===== src/rtl/mux2_rr_arbiter_if.sv =====
// Bundle of the two-requester arbiter bus: request side (req/d/last),
// grant side (gnt/sel) and the single downstream valid/ready port.
interface mux2_rr_arbiter_if #(
  parameter int WIDTH = 8
);
  logic             req0;
  logic             req1;
  logic [WIDTH-1:0] d0;
  logic [WIDTH-1:0] d1;
  logic             last0;
  logic             last1;
  logic             gnt0;
  logic             gnt1;
  logic             sel;
  logic [WIDTH-1:0] y;
  logic             y_valid;
  logic             y_ready;

  // Environment side: requesters plus the downstream consumer.
  modport master (
    output req0, req1, d0, d1, last0, last1, y_ready,
    input  gnt0, gnt1, sel, y, y_valid
  );

  // Arbiter side: owns the grants, the mux select and the muxed output.
  modport slave (
    input  req0, req1, d0, d1, last0, last1, y_ready,
    output gnt0, gnt1, sel, y, y_valid
  );
endinterface


===== src/rtl/mux2_rr_arbiter.sv =====
// Two-requester round-robin arbiter driving a shared 2:1 data mux.
// One requester owns the bus per burst; ownership is released on a last
// beat, on reaching MAX_BURST beats, or when the owner drops its request.
// On release the other requester is served first if it is waiting, so a
// contended bus hands off back to back with no idle cycle.
module mux2_rr_arbiter #(
  parameter int WIDTH     = 8,
  parameter int MAX_BURST = 16
) (
  input logic              clk,
  input logic              rst,
  mux2_rr_arbiter_if.slave bus
);

  localparam logic [1:0] ST_IDLE = 2'd0;
  localparam logic [1:0] ST_OWN0 = 2'd1;
  localparam logic [1:0] ST_OWN1 = 2'd2;

  // Beat count value on which the current beat is the final permitted one.
  localparam logic [7:0] CNT_LIMIT = 8'(MAX_BURST - 1);

  logic [1:0] state_reg;
  logic [1:0] state_next;
  logic       prio_reg;
  logic       prio_next;
  logic [7:0] cnt_reg;
  logic [7:0] cnt_next;
  logic       sel_reg;
  logic       sel_next;
  logic [1:0] gnt_reg;
  logic [1:0] gnt_next;

  // Per-requester views, index 0 = requester 0, index 1 = requester 1.
  logic [1:0] req_vec;
  logic [1:0] last_vec;
  logic [1:0] beat_vec;
  logic [1:0] rel_vec;

  logic       at_limit;
  logic       beat;
  logic       release_now;
  logic       owner;
  logic       other;
  logic       idle_winner;

  assign req_vec  = {bus.req1, bus.req0};
  assign last_vec = {bus.last1, bus.last0};
  assign at_limit = (cnt_reg == CNT_LIMIT);

  // Per-requester beat and release detection; only the owner can produce either.
  genvar gi;
  generate
    for (gi = 0; gi < 2; gi++) begin : g_req
      assign beat_vec[gi] = gnt_reg[gi] & req_vec[gi] & bus.y_ready;
      assign rel_vec[gi]  = gnt_reg[gi] &
                            (~req_vec[gi] | (beat_vec[gi] & (last_vec[gi] | at_limit)));
    end
  endgenerate

  assign beat        = |beat_vec;
  assign release_now = |rel_vec;
  assign owner       = (state_reg == ST_OWN1);
  assign other       = ~owner;
  // From idle a lone requester wins outright; a tie goes to the priority pointer.
  assign idle_winner = (req_vec == 2'b11) ? prio_reg : req_vec[1];

  // Next-state logic: grant from idle, count beats, release and hand off.
  always_comb begin
    state_next = state_reg;
    prio_next  = prio_reg;
    cnt_next   = cnt_reg;
    sel_next   = sel_reg;
    case (state_reg)
      ST_IDLE: begin
        if (|req_vec) begin
          state_next = idle_winner ? ST_OWN1 : ST_OWN0;
          sel_next   = idle_winner;
          cnt_next   = 8'd0;
        end
      end
      ST_OWN0, ST_OWN1: begin
        if (release_now) begin
          prio_next = other;
          cnt_next  = 8'd0;
          if (req_vec[other]) begin
            state_next = other ? ST_OWN1 : ST_OWN0;
            sel_next   = other;
          end else if (req_vec[owner]) begin
            // Nobody else waiting: the same requester starts a fresh burst.
            state_next = owner ? ST_OWN1 : ST_OWN0;
            sel_next   = owner;
          end else begin
            // sel keeps pointing at the previous owner while idle.
            state_next = ST_IDLE;
          end
        end else if (beat) begin
          cnt_next = cnt_reg + 8'd1;
        end
      end
      default: begin
        state_next = ST_IDLE;
        cnt_next   = 8'd0;
      end
    endcase
  end

  // Grants are decoded from the next state so they come straight out of flops.
  always_comb begin
    gnt_next    = 2'b00;
    gnt_next[0] = (state_next == ST_OWN0);
    gnt_next[1] = (state_next == ST_OWN1);
  end

  // State registers; reset overrides everything, including a burst in flight.
  always_ff @(posedge clk) begin
    if (rst) begin
      state_reg <= ST_IDLE;
      prio_reg  <= 1'b0;
      cnt_reg   <= 8'd0;
      sel_reg   <= 1'b0;
      gnt_reg   <= 2'b00;
    end else begin
      state_reg <= state_next;
      prio_reg  <= prio_next;
      cnt_reg   <= cnt_next;
      sel_reg   <= sel_next;
      gnt_reg   <= gnt_next;
    end
  end

  assign bus.gnt0    = gnt_reg[0];
  assign bus.gnt1    = gnt_reg[1];
  assign bus.sel     = sel_reg;
  assign bus.y       = sel_reg ? bus.d1 : bus.d0;
  assign bus.y_valid = |(gnt_reg & req_vec);

endmodule


===== src/flat_wrapper.sv =====
// flat-port wrapper written by rule: the top's interface ports become plain ports
module mux2_rr_arbiter_flat 
#(
  parameter int WIDTH     = 8,
  parameter int MAX_BURST = 16
)
  (clk, rst, bus_req0, bus_req1, bus_d0, bus_d1, bus_last0, bus_last1, bus_y_ready, bus_gnt0, bus_gnt1, bus_sel, bus_y, bus_y_valid);
  mux2_rr_arbiter_if #(.WIDTH(WIDTH)) bus_i ();
  input logic clk;
  input logic rst;
  input wire logic [$bits(bus_i.req0)-1:0] bus_req0;
  input wire logic [$bits(bus_i.req1)-1:0] bus_req1;
  input wire logic [$bits(bus_i.d0)-1:0] bus_d0;
  input wire logic [$bits(bus_i.d1)-1:0] bus_d1;
  input wire logic [$bits(bus_i.last0)-1:0] bus_last0;
  input wire logic [$bits(bus_i.last1)-1:0] bus_last1;
  input wire logic [$bits(bus_i.y_ready)-1:0] bus_y_ready;
  output wire logic [$bits(bus_i.gnt0)-1:0] bus_gnt0;
  output wire logic [$bits(bus_i.gnt1)-1:0] bus_gnt1;
  output wire logic [$bits(bus_i.sel)-1:0] bus_sel;
  output wire logic [$bits(bus_i.y)-1:0] bus_y;
  output wire logic [$bits(bus_i.y_valid)-1:0] bus_y_valid;
  assign bus_i.req0 = bus_req0;
  assign bus_i.req1 = bus_req1;
  assign bus_i.d0 = bus_d0;
  assign bus_i.d1 = bus_d1;
  assign bus_i.last0 = bus_last0;
  assign bus_i.last1 = bus_last1;
  assign bus_i.y_ready = bus_y_ready;
  assign bus_gnt0 = bus_i.gnt0;
  assign bus_gnt1 = bus_i.gnt1;
  assign bus_sel = bus_i.sel;
  assign bus_y = bus_i.y;
  assign bus_y_valid = bus_i.y_valid;
  mux2_rr_arbiter #(.WIDTH(WIDTH), .MAX_BURST(MAX_BURST)) u_core (.clk(clk), .rst(rst), .bus(bus_i));
endmodule

===== config.mk =====
export PLATFORM = sky130hd
export DESIGN_NAME = mux2_rr_arbiter_flat
export DESIGN_NICKNAME = d
export VERILOG_FILES = /design/src/rtl/mux2_rr_arbiter_if.sv /design/src/rtl/mux2_rr_arbiter.sv /design/src/flat_wrapper.sv
export SDC_FILE = /design/constraint.sdc
export NUM_CORES = 1
export LEC_CHECK = 0
export ABC_AREA = 1
export CAP_MARGIN = 15
export CORE_MARGIN = 8
export CORE_UTILIZATION = 41
export DETAILED_ROUTE_END_ITERATION = 8
export PLACE_DENSITY = 0.75
export SLEW_MARGIN = 5
export SYNTH_ARGS = -nofsm -noshare
export SYNTH_HDL_FRONTEND = slang
export SYNTH_SLANG_ARGS = --single-unit
export TNS_END_PERCENT = 1

===== constraint.sdc =====
create_clock -name clk -period 1.48 [get_ports clk]
set_input_delay 0.37 -clock clk [delete_from_list [all_inputs] [get_ports clk]]
set_output_delay 0.37 -clock clk [all_outputs]
set_load 0.1 [all_outputs]

Word-level counts from Yosys, hierarchy flattened
Cells that the tools add are included.
{"block": "totals", "reg_bits": 14, "out_inout_bits": 12, "elab_cells": 67}
{"block": "op_classes", "n_addsub": 1, "n_lt_le_gt_ge": 2, "eq_ne": 10, "muxes": 23, "bitwise": 16, "reduce_logical": 10}
{"operator": "$mux 8", "count": 4}
{"operator": "$pmux 8 s2", "count": 1}
{"operator": "$mux 2", "count": 7}
{"operator": "$reduce_or 2->1", "count": 5}
{"operator": "$mux 1", "count": 9}
{"operator": "$add 8x1->8 const B", "count": 1}
{"operator": "$and 1x1->1", "count": 8}
{"operator": "$eq 8x4->1 const B", "count": 1}
{"operator": "$eq 2x2->1 const B", "count": 3}
{"operator": "$ne 3x1->1 const B", "count": 2}
{"operator": "$eq 2x1->1 const B", "count": 2}
{"operator": "$lt 1x2->1 const B", "count": 2}
{"operator": "$ne 2x1->1 const B", "count": 2}
{"operator": "$or 1x1->1", "count": 4}
{"operator": "$pmux 2 s2", "count": 1}
{"operator": "$reduce_and 2->1", "count": 2}
{"operator": "$reduce_and 4->1", "count": 1}
{"operator": "$not 1->1", "count": 3}
{"operator": "$and 2x2->2", "count": 1}
{"operator": "$logic_not 2->1", "count": 1}
{"operator": "$pmux 1 s2", "count": 1}
{"operator": "$reduce_bool 2->1", "count": 1}

Depth between registers and ports, before layout
Gate-level depths: netlist of the first run.
{"block": "depth", "word_depth": 9, "mapped_depth": 12}

Worst setup path after synthesis of the first run
No wires, ideal clock.
{"block": "synth_path", "kind": "reg2reg", "startpoint": "register u_core.gnt_reg[0]", "endpoint": "register u_core.cnt_reg[1]", "setup_ns": 0.114, "arrival_ns": 2.540, "required_ns": 1.366, "setup_slack_ns": -1.174, "path_stages_with_launch": 7, "synth_period_minus_slack_ns": 2.654, "cell_sequence": "dfxtp_1 -> a22o_1 -> nand2_1 -> nand4_4 -> nand2_4 -> a21oi_1 -> nor2_1"}
{"block": "synth_via", "elab_chain_len": 8, "elab_cells_between_ends": 11, "classes_between": "1 x eq/ne; 2 x mux; 5 x bitwise; 3 x reduce/logical"}
{"element": "start: declaration", "line": "mux2_rr_arbiter.sv:30", "text": "logic [1:0] gnt_reg;"}
{"element": "start signal: assignment", "line": "mux2_rr_arbiter.sv:127", "text": "gnt_reg <= gnt_next;"}
{"element": "$and 1x1->1 (2 in a row)", "line": "mux2_rr_arbiter.sv:54", "text": "assign beat_vec[gi] = gnt_reg[gi] & req_vec[gi] & bus.y_ready;"}
{"element": "$and 1x1->1", "line": "mux2_rr_arbiter.sv:56", "text": "(~req_vec[gi] | (beat_vec[gi] & (last_vec[gi] | at_limit)));"}
{"element": "$or 1x1->1", "line": "mux2_rr_arbiter.sv:56"}
{"element": "$and 1x1->1", "line": "mux2_rr_arbiter.sv:55", "text": "assign rel_vec[gi] = gnt_reg[gi] &"}
{"element": "$reduce_or 2->1", "line": "mux2_rr_arbiter.sv:61", "text": "assign release_now = |rel_vec;"}
{"element": "$mux 8 or $ne 3x1->1 (tied branches)"}
{"element": "$pmux 8 s2 or $reduce_and 2->1 (tied branches)"}
{"element": "end signal: assignment", "line": "mux2_rr_arbiter.sv:125", "text": "cnt_reg <= cnt_next;"}
{"element": "end: declaration", "line": "mux2_rr_arbiter.sv:26", "text": "logic [7:0] cnt_reg;"}
Several ways; a longest one is shown, not always the timed one.
A chain may end at the register's enable or synchronous reset.

Worst setup path after layout of the first run
{"block": "layout_path", "startpoint": "register u_core.cnt_reg[0]", "endpoint": "register u_core.cnt_reg[5]"}
{"block": "layout_via", "elab_chain_len": 8, "elab_cells_between_ends": 16, "classes_between": "1 x add/sub; 2 x eq/ne; 3 x mux; 8 x bitwise; 2 x reduce/logical"}
{"element": "$eq 8x4->1", "line": "mux2_rr_arbiter.sv:48", "text": "assign at_limit = (cnt_reg == CNT_LIMIT);"}
{"element": "$or 1x1->1", "line": "mux2_rr_arbiter.sv:56"}
{"element": "$and 1x1->1", "line": "mux2_rr_arbiter.sv:56"}
{"element": "$or 1x1->1", "line": "mux2_rr_arbiter.sv:56"}
{"element": "$and 1x1->1", "line": "mux2_rr_arbiter.sv:55"}
{"element": "$reduce_or 2->1", "line": "mux2_rr_arbiter.sv:61"}
{"element": "$mux 8 or $ne 3x1->1 (tied branches)"}
{"element": "$pmux 8 s2 or $reduce_and 2->1 (tied branches)"}
Several ways; a longest one is shown, not always the timed one. The select of a mux whose other input is x is not followed.

==> impl_metrics.tcl, run 1 <==
set metrics [dict create \
    clockRootBuffer "clkbuf_4" \
    core_mm2 0.002477 \
    critPathLaunchType "flip-flop" \
    p_switching_mw 1.298 \
    intPower_mw 1.360 \
    critPathMostFrequentCell "nand2_1" \
    hpwl_um 2710 \
    synthTopCellsByCount "nand2_1, nor2_1, inv_1, nand3_1, dfxtp_1" \
    hold_viol 0 \
    hold_path_end "u_core.prio_reg$_SDFFE_PP0P_" \
    grt_pass1_vias 1274 \
    fin_ws_ns -0.1702 \
    crit_slowest_cell "dfxtp_2" \
    drv_cap 0 \
    hold_path_class "flip-flop to flip-flop" \
    pwr-share-clk_pct 8.4 \
    clkLatencyLatePin_ns 0.28 \
    cts.sinks 14 \
    cpPeakStageDelay_ns 0.36 \
    crit_fanout 5 \
    hold_buffers 0 \
    switching_share_pct 48.84 \
    syn_inst 161 \
    drtIter0Drc 65 \
    stdcell_area_mm2 0.001926 \
    cp_cell_sequence "ha_4 > nand3_4 > o21bai_1 > nand2_1 > nand2_2 > nand2_4 > nand4_4 > buf_4 > nand3_1 > nand2_1 > inv_1 > nor2_1" \
    post-route-util_pct 77.73 \
    worstHoldPathCells 2 \
    synthToLayoutAreaGrowth_pct 80.00 \
    dpl.cell_count 244 \
    final_nets 252 \
    fin_crit_sh_pct 111.5 \
    p_seq_share_pct 21.2 \
    syn_avg_cell_area_um2 6.645 \
    fmax_mhz 606.0 \
    synth_most_common_cell "nand2_1" \
    fp.dieW_um 67.08 \
    numPortBuffers 34 \
    setup_viol 23 \
    num_rows 18 \
    chipHeight_um 67.08 \
    cp.required_ns 1.70 \
    antenna_found_initial 0 \
    p_per_area_mw_per_mm2 1380 \
    maxSlewViolCount 0 \
    ir_drop_mv 1.116 \
    skew_ns 0.004699 \
    finalSetupTns_ns -2.653 \
    largest_reg_flops 8 \
    slew_headroom_pct 77.30 \
    yosysSeqAreaShare_pct 26.20 \
    p_leak_nw 0.9275 \
    clk_pin_slew_ns 0.09 \
    ys_types 27 \
    drt-pass1-iter-count 4 \
    wire_per_inst_um 14.99 \
    reg2reg_depth 12 \
    ys_seq_elements 14 \
    grt_max_degree 11 \
    grt_overflow_total 0 \
    timing.rr.end "u_core.cnt_reg[5]$_SDFFE_PP0P_" \
    synth_top_cell_area_share_pct 26.20 \
    grt_pass1_wl_um 5837 \
    reg2reg_from "u_core.cnt_reg[0]$_SDFFE_PP0P_" \
    io_pins 35 \
    dr_total_vias 1325 \
    rrSetupSlack_ns -0.17 \
    yosysTopAreaCell "dfxtp_1" \
    route.detailed.drc 0 \
    min_from "u_core.prio_reg$_SDFFE_PP0P_" \
    synth_ff_type "dfxtp_1" \
    violations "negative setup slack" \
    synth_edf_count 0 \
    place_congestion 0.8743 \
    worst_slew_pin_slew_ns 0.3393 \
    rsz0062_at_grt "true" \
    pwr-share-comb_pct 70.4 \
    netlist_top_cells_area "dfxtp_1, nand2_1, nor2_1" \
    outcome "complete, but fails checks" \
    cts.path.max_buffers 2 \
    yosysWarnings 0 \
    dieArea_mm2 0.004500 \
    drive_gt1_share_pct 35.71 \
    num_antenna_cells 0 \
    postSynthNetCount 188 \
    ant_nets 0 \
    crit_type "flip-flop to flip-flop" \
    async_flop_share_pct 0 \
    start_util_pct 43.18 \
    cts_tree "done" \
    cts.htree.levels 1 \
    track_usage_pct 16.54 \
    placed_area_mm2 0.001777 \
    endpoint_kind "flip-flop" \
    period_minus_slack_ns 1.650 \
    worstPathArrival_ns 1.87 \
    cts_inserted_buffers 3 \
    drt-total-wl_um 3807 \
    hold_ws_ns 0.4974 \
    viasPerCell 5.217 \
    stdcell_count 254 \
    syn_area_mm2 0.001070 \
]
-- worst max path at each step --
stage,cells after the start,endpoint,from
2_1_floorplan,2,bus_y[0],u_core.bus.sel$_SDFFE_PP0P_
3_3_place_gp,8,u_core.cnt_reg[4]$_SDFFE_PP0P_,bus_req1
3_5_place_dp,9,u_core.gnt_reg[1]$_SDFF_PP0_,bus_req0
4_1_cts,2,bus_y[7],u_core.bus.sel$_SDFFE_PP0P_
5_1_grt,12,u_core.cnt_reg[5]$_SDFFE_PP0P_,u_core.cnt_reg[0]$_SDFFE_PP0P_
6_report,12,u_core.cnt_reg[5]$_SDFFE_PP0P_,u_core.cnt_reg[0]$_SDFFE_PP0P_
-- placed cells by master, fill, tap and decap left out, types with 2 or more instances in the layout --
master           count
dfxtp_2              2
nor3_1               2
clkinv_1             2
inv_1               19
a21oi_1              3
ha_1                 2
mux2_4               8
clkbuf_4             3
nor2_1              27
xor2_1               2
buf_6                2
nand2_2              7
buf_12              12
nand3_1             14
buf_4               26
o21ai_0              2
nand4_1              7
clkdlybuf4s50_1     18
nand2_4              4
dlygate4sd2_1        4
nand4_4              2
dfxtp_1              9
dfxtp_4              3
nand3_2              3
o21bai_1             2
nand2_1             28
-- power by group through the flow --
stage	logic (mW)	clock network, mW	registers [mW]
after global routing	1.99	0.241	0.575
final	1.87	0.225	0.564
after CTS	1.75	0.231	0.562
after floorplan	1.01	0	0.657
after detailed placement	1.70	0	0.560
after global placement	1.66	0	0.556
-- final cells by class --
| class | count | area, µm² |
|---|---|---|
| multi-input cells | 122 | 810.8 |
| fillers | 177 | 551.8 |
| clock buffers | 3 | 22.52 |
| clock inverters | 1 | 3.754 |
| flip-flops and latches | 14 | 294.0 |
| well taps | 30 | 37.54 |
| repair buffers | 62 | 673.1 |
| inverters | 22 | 83.83 |
-- per-layer routing --
metal / global-route usage [%] / part of all wire [%]
met1: 18.91 / 41
met3: 2.852 / 7.6
met4: 8.616 / 3.3
met2: 28.55 / 48
met5: 0 / 0
-- what timing repair did --
action / CTS / global route
pin swaps: 4 / 16
cloned: 0 / 1
resized for setup: 17 / 6
setup buffers: 1 / 4
setup endpoints to repair: 23 / 23
-- worst max-delay path, delay by kind of cell, from the launching register on --
| family | cells | cell delay [ns] |
|---|---|---|
| adder cells (fa/ha/maj) | 1 | 0.16 |
| flip-flops | 1 | 0.36 |
| AND/OR/NAND/NOR | 8 | 0.71 |
| AO/OA/AOI/OAI | 1 | 0.19 |
| buffers and inverters | 2 | 0.17 |
-- cells by family after synthesis --
logic type	synth area share, %
fa+ha+maj	4.679
buf+inv	9.355
simple gates	42.69
xor+xnor	2.457
mux	8.421
compound gates	6.198
flops	26.20
-- metrics by stage --
stage	total power [mW]	worst slack (ns)
2_1_floorplan	1.664	-0.07474
3_3_place_gp	2.219	-0.3733
4_1_cts	2.547	-0.1311
3_5_place_dp	2.256	-0.4357
5_1_grt	2.810	-0.2802
6_report	2.658	-0.1702
Note: power is estimated with default switching activity, not from simulation.
==> run 2, diff against run 1 <==
--- a/config.mk
+++ b/config.mk
@@ -7,10 +7,12 @@
 export LEC_CHECK = 0
 export ABC_AREA = 1
 export CAP_MARGIN = 15
+export CORE_ASPECT_RATIO = 0.6
 export CORE_MARGIN = 8
 export CORE_UTILIZATION = 41
 export DETAILED_ROUTE_END_ITERATION = 8
 export PLACE_DENSITY = 0.75
+export RECOVER_POWER = 25
 export SLEW_MARGIN = 5
 export SYNTH_ARGS = -nofsm -noshare
 export SYNTH_HDL_FRONTEND = slang
==> impl_metrics.tcl, run 2 (same netlist as run 1, synthesis figures left out) <==
set metrics [dict create \
    path_buf_inv 0 \
    p_leak_nw 0.9673 \
    cts_tree "done" \
    maxSlewViolCount 0 \
    drv_cap 0 \
    worstPathArrival_ns 1.81 \
    finalSetupTns_ns -2.221 \
    largest_reg_flops 8 \
    min_from "u_core.prio_reg$_SDFFE_PP0P_" \
    drtIter0Drc 102 \
    cts.htree.levels 1 \
    fmax_mhz 615.6 \
    cts.path.max_buffers 2 \
    start_util_pct 43.01 \
    dieArea_mm2 0.004553 \
    outcome "complete, but fails checks" \
    worst_slew_pin_slew_ns 0.3971 \
    cts.sinks 14 \
    clkLatencyLatePin_ns 0.25 \
    endpoint_kind "flip-flop" \
    track_usage_pct 19.56 \
    startpoint "u_core.cnt_reg[0]$_SDFFE_PP0P_" \
    synthToLayoutAreaGrowth_pct 83.86 \
    final_common_cell "nand2_1" \
    reg2reg_from "u_core.cnt_reg[0]$_SDFFE_PP0P_" \
    violations "negative setup slack" \
    antenna_found_initial 1 \
    hold_viol 0 \
    critPathLaunchType "flip-flop" \
    skew_ns 0.001914 \
    dr_total_vias 1379 \
    core_mm2 0.002487 \
    crit_type "flip-flop to flip-flop" \
    crit_fanout 4 \
    hpwl_um 3028 \
    grt_pass1_vias 1402 \
    critPathMostFrequentCell "nand2_2" \
    rsz0062_at_grt "true" \
    crit_slowest_cell "dfxtp_2" \
    ant_nets 0 \
    route.detailed.drc 0 \
    total_power_mw 2.919 \
    chipHeight_um 55.57 \
    final_nets 254 \
    slew_headroom_pct 73.37 \
    hold_path_class "flip-flop to flip-flop" \
    numPortBuffers 34 \
    num_rows 14 \
    p_per_area_mw_per_mm2 1484 \
    place_congestion 0.8996 \
    viasPerCell 5.324 \
    cp_cell_sequence "ha_4 > nand3_4 > o21bai_1 > nand2_1 > nand2_2 > nand2_4 > nand2_4 > nor2_4 > nand2_2 > nand3_2 > nand2_2 > nor2_1" \
    grt_pass1_wl_um 7072 \
    cp.required_ns 1.67 \
    pre_cts_slack_ns -0.4311 \
    fin_ws_ns -0.1443 \
    clockRootBuffer "clkbuf_8" \
    wire_per_inst_um 16.79 \
    io_pins 35 \
    fp.dieW_um 81.95 \
    period_minus_slack_ns 1.624 \
    grt_max_degree 11 \
    clk_pin_slew_ns 0.06 \
    grt_overflow_total 0 \
    ir_drop_mv 0.8662 \
    cts_inserted_buffers 3 \
    drive_gt1_share_pct 38.94 \
    crit_family "simple AND/OR/NAND/NOR gates" \
    drt-pass1-iter-count 4 \
    mostFrequentLayoutCells "nand2_1, buf_4, nor2_1" \
    cpPeakStageDelay_ns 0.34 \
    drt-total-wl_um 4348 \
    setup_viol 23 \
    fin_crit_sh_pct 109.8 \
    rrSetupSlack_ns -0.14 \
]
[run 2: changes by cell type in the layout (fill, tap and decap cells not counted), moves of 2 or more]
cell / previous run / this run
dlygate4sd2_1: 4 / 12
nor2_1: 27 / 24
buf_6: 2 / 5
clkbuf_8: 0 / 4
clkbuf_4: 3 / 1
clkdlybuf4s50_1: 18 / 8
nor2_2: 0 / 3
[run 2: final timing paths]
path / end / cells after the start
hold reg to reg: u_core.prio_reg$_SDFFE_PP0P_ / 2
setup reg to reg: u_core.gnt_reg[0]$_SDFF_PP0_ / 12
hold / removal: u_core.prio_reg$_SDFFE_PP0P_ / 2
setup / recovery: u_core.gnt_reg[0]$_SDFF_PP0_ / 12
[run 2: final cells by class]
class | count | area [µm²]
Tap cell | 32 | 40.04
Inverter | 22 | 83.83
Clock buffer | 4 | 55.05
Multi-Input combinational cell | 121 | 798.3
Timing Repair Buffer | 65 | 693.2
Fill cell | 156 | 520.5
Sequential cell | 14 | 294.0
Antenna cell | 1 | 2.502
[run 2: worst min-delay path: cells and delay by family (launching register included)]
kind	cells	cell delay, ns
AO/OA/AOI/OAI	1	0.08
AND/OR/NAND/NOR	1	0.10
flip-flops	1	0.37
[run 2: timing repair]
action,4_1_cts,5_1_grt
buffers inserted,6,2
pin swaps,5,12
setup endpoints to repair,23,23
resized for setup,35,9
hold buffers,0,0
[run 2: report_power, final]
group | switching, mW | leakage (nW) | internal [mW] | total (mW)
Sequential | 0.0771 | 0.118 | 0.462 | 0.539
Clock | 0.151 | 0.0288 | 0.236 | 0.387
Combinational | 1.15 | 0.821 | 0.840 | 1.99
[run 2: per-layer routing]
metal / track usage [%] / up-vias / routed length, µm
met4: 2.985 / 0 / 61
li1: - / 655 / -
met3: 5.645 / 10 / 502
met2: 32.85 / 85 / 2017
met1: 24.19 / 629 / 1767
met5: 0 / - / 0
[run 2: per-stage QoR]
| stage | instance area (µm²) | util, % | instances | hold slack, ns |
|---|---|---|---|---|
| 6_report | 1967 | 79.07 | 259 | 0.5814 |
| 4_1_cts | 1942 | 78.07 | 256 | 0.5244 |
| 5_1_grt | 1967 | 79.07 | 259 | 0.6000 |
| 3_5_place_dp | 1779 | 71.53 | 246 | 0.4949 |
| 3_3_place_gp | 1779 | 71.53 | 246 | 0.4972 |
| 2_1_floorplan | 1145 | - | 161 | 0.4520 |
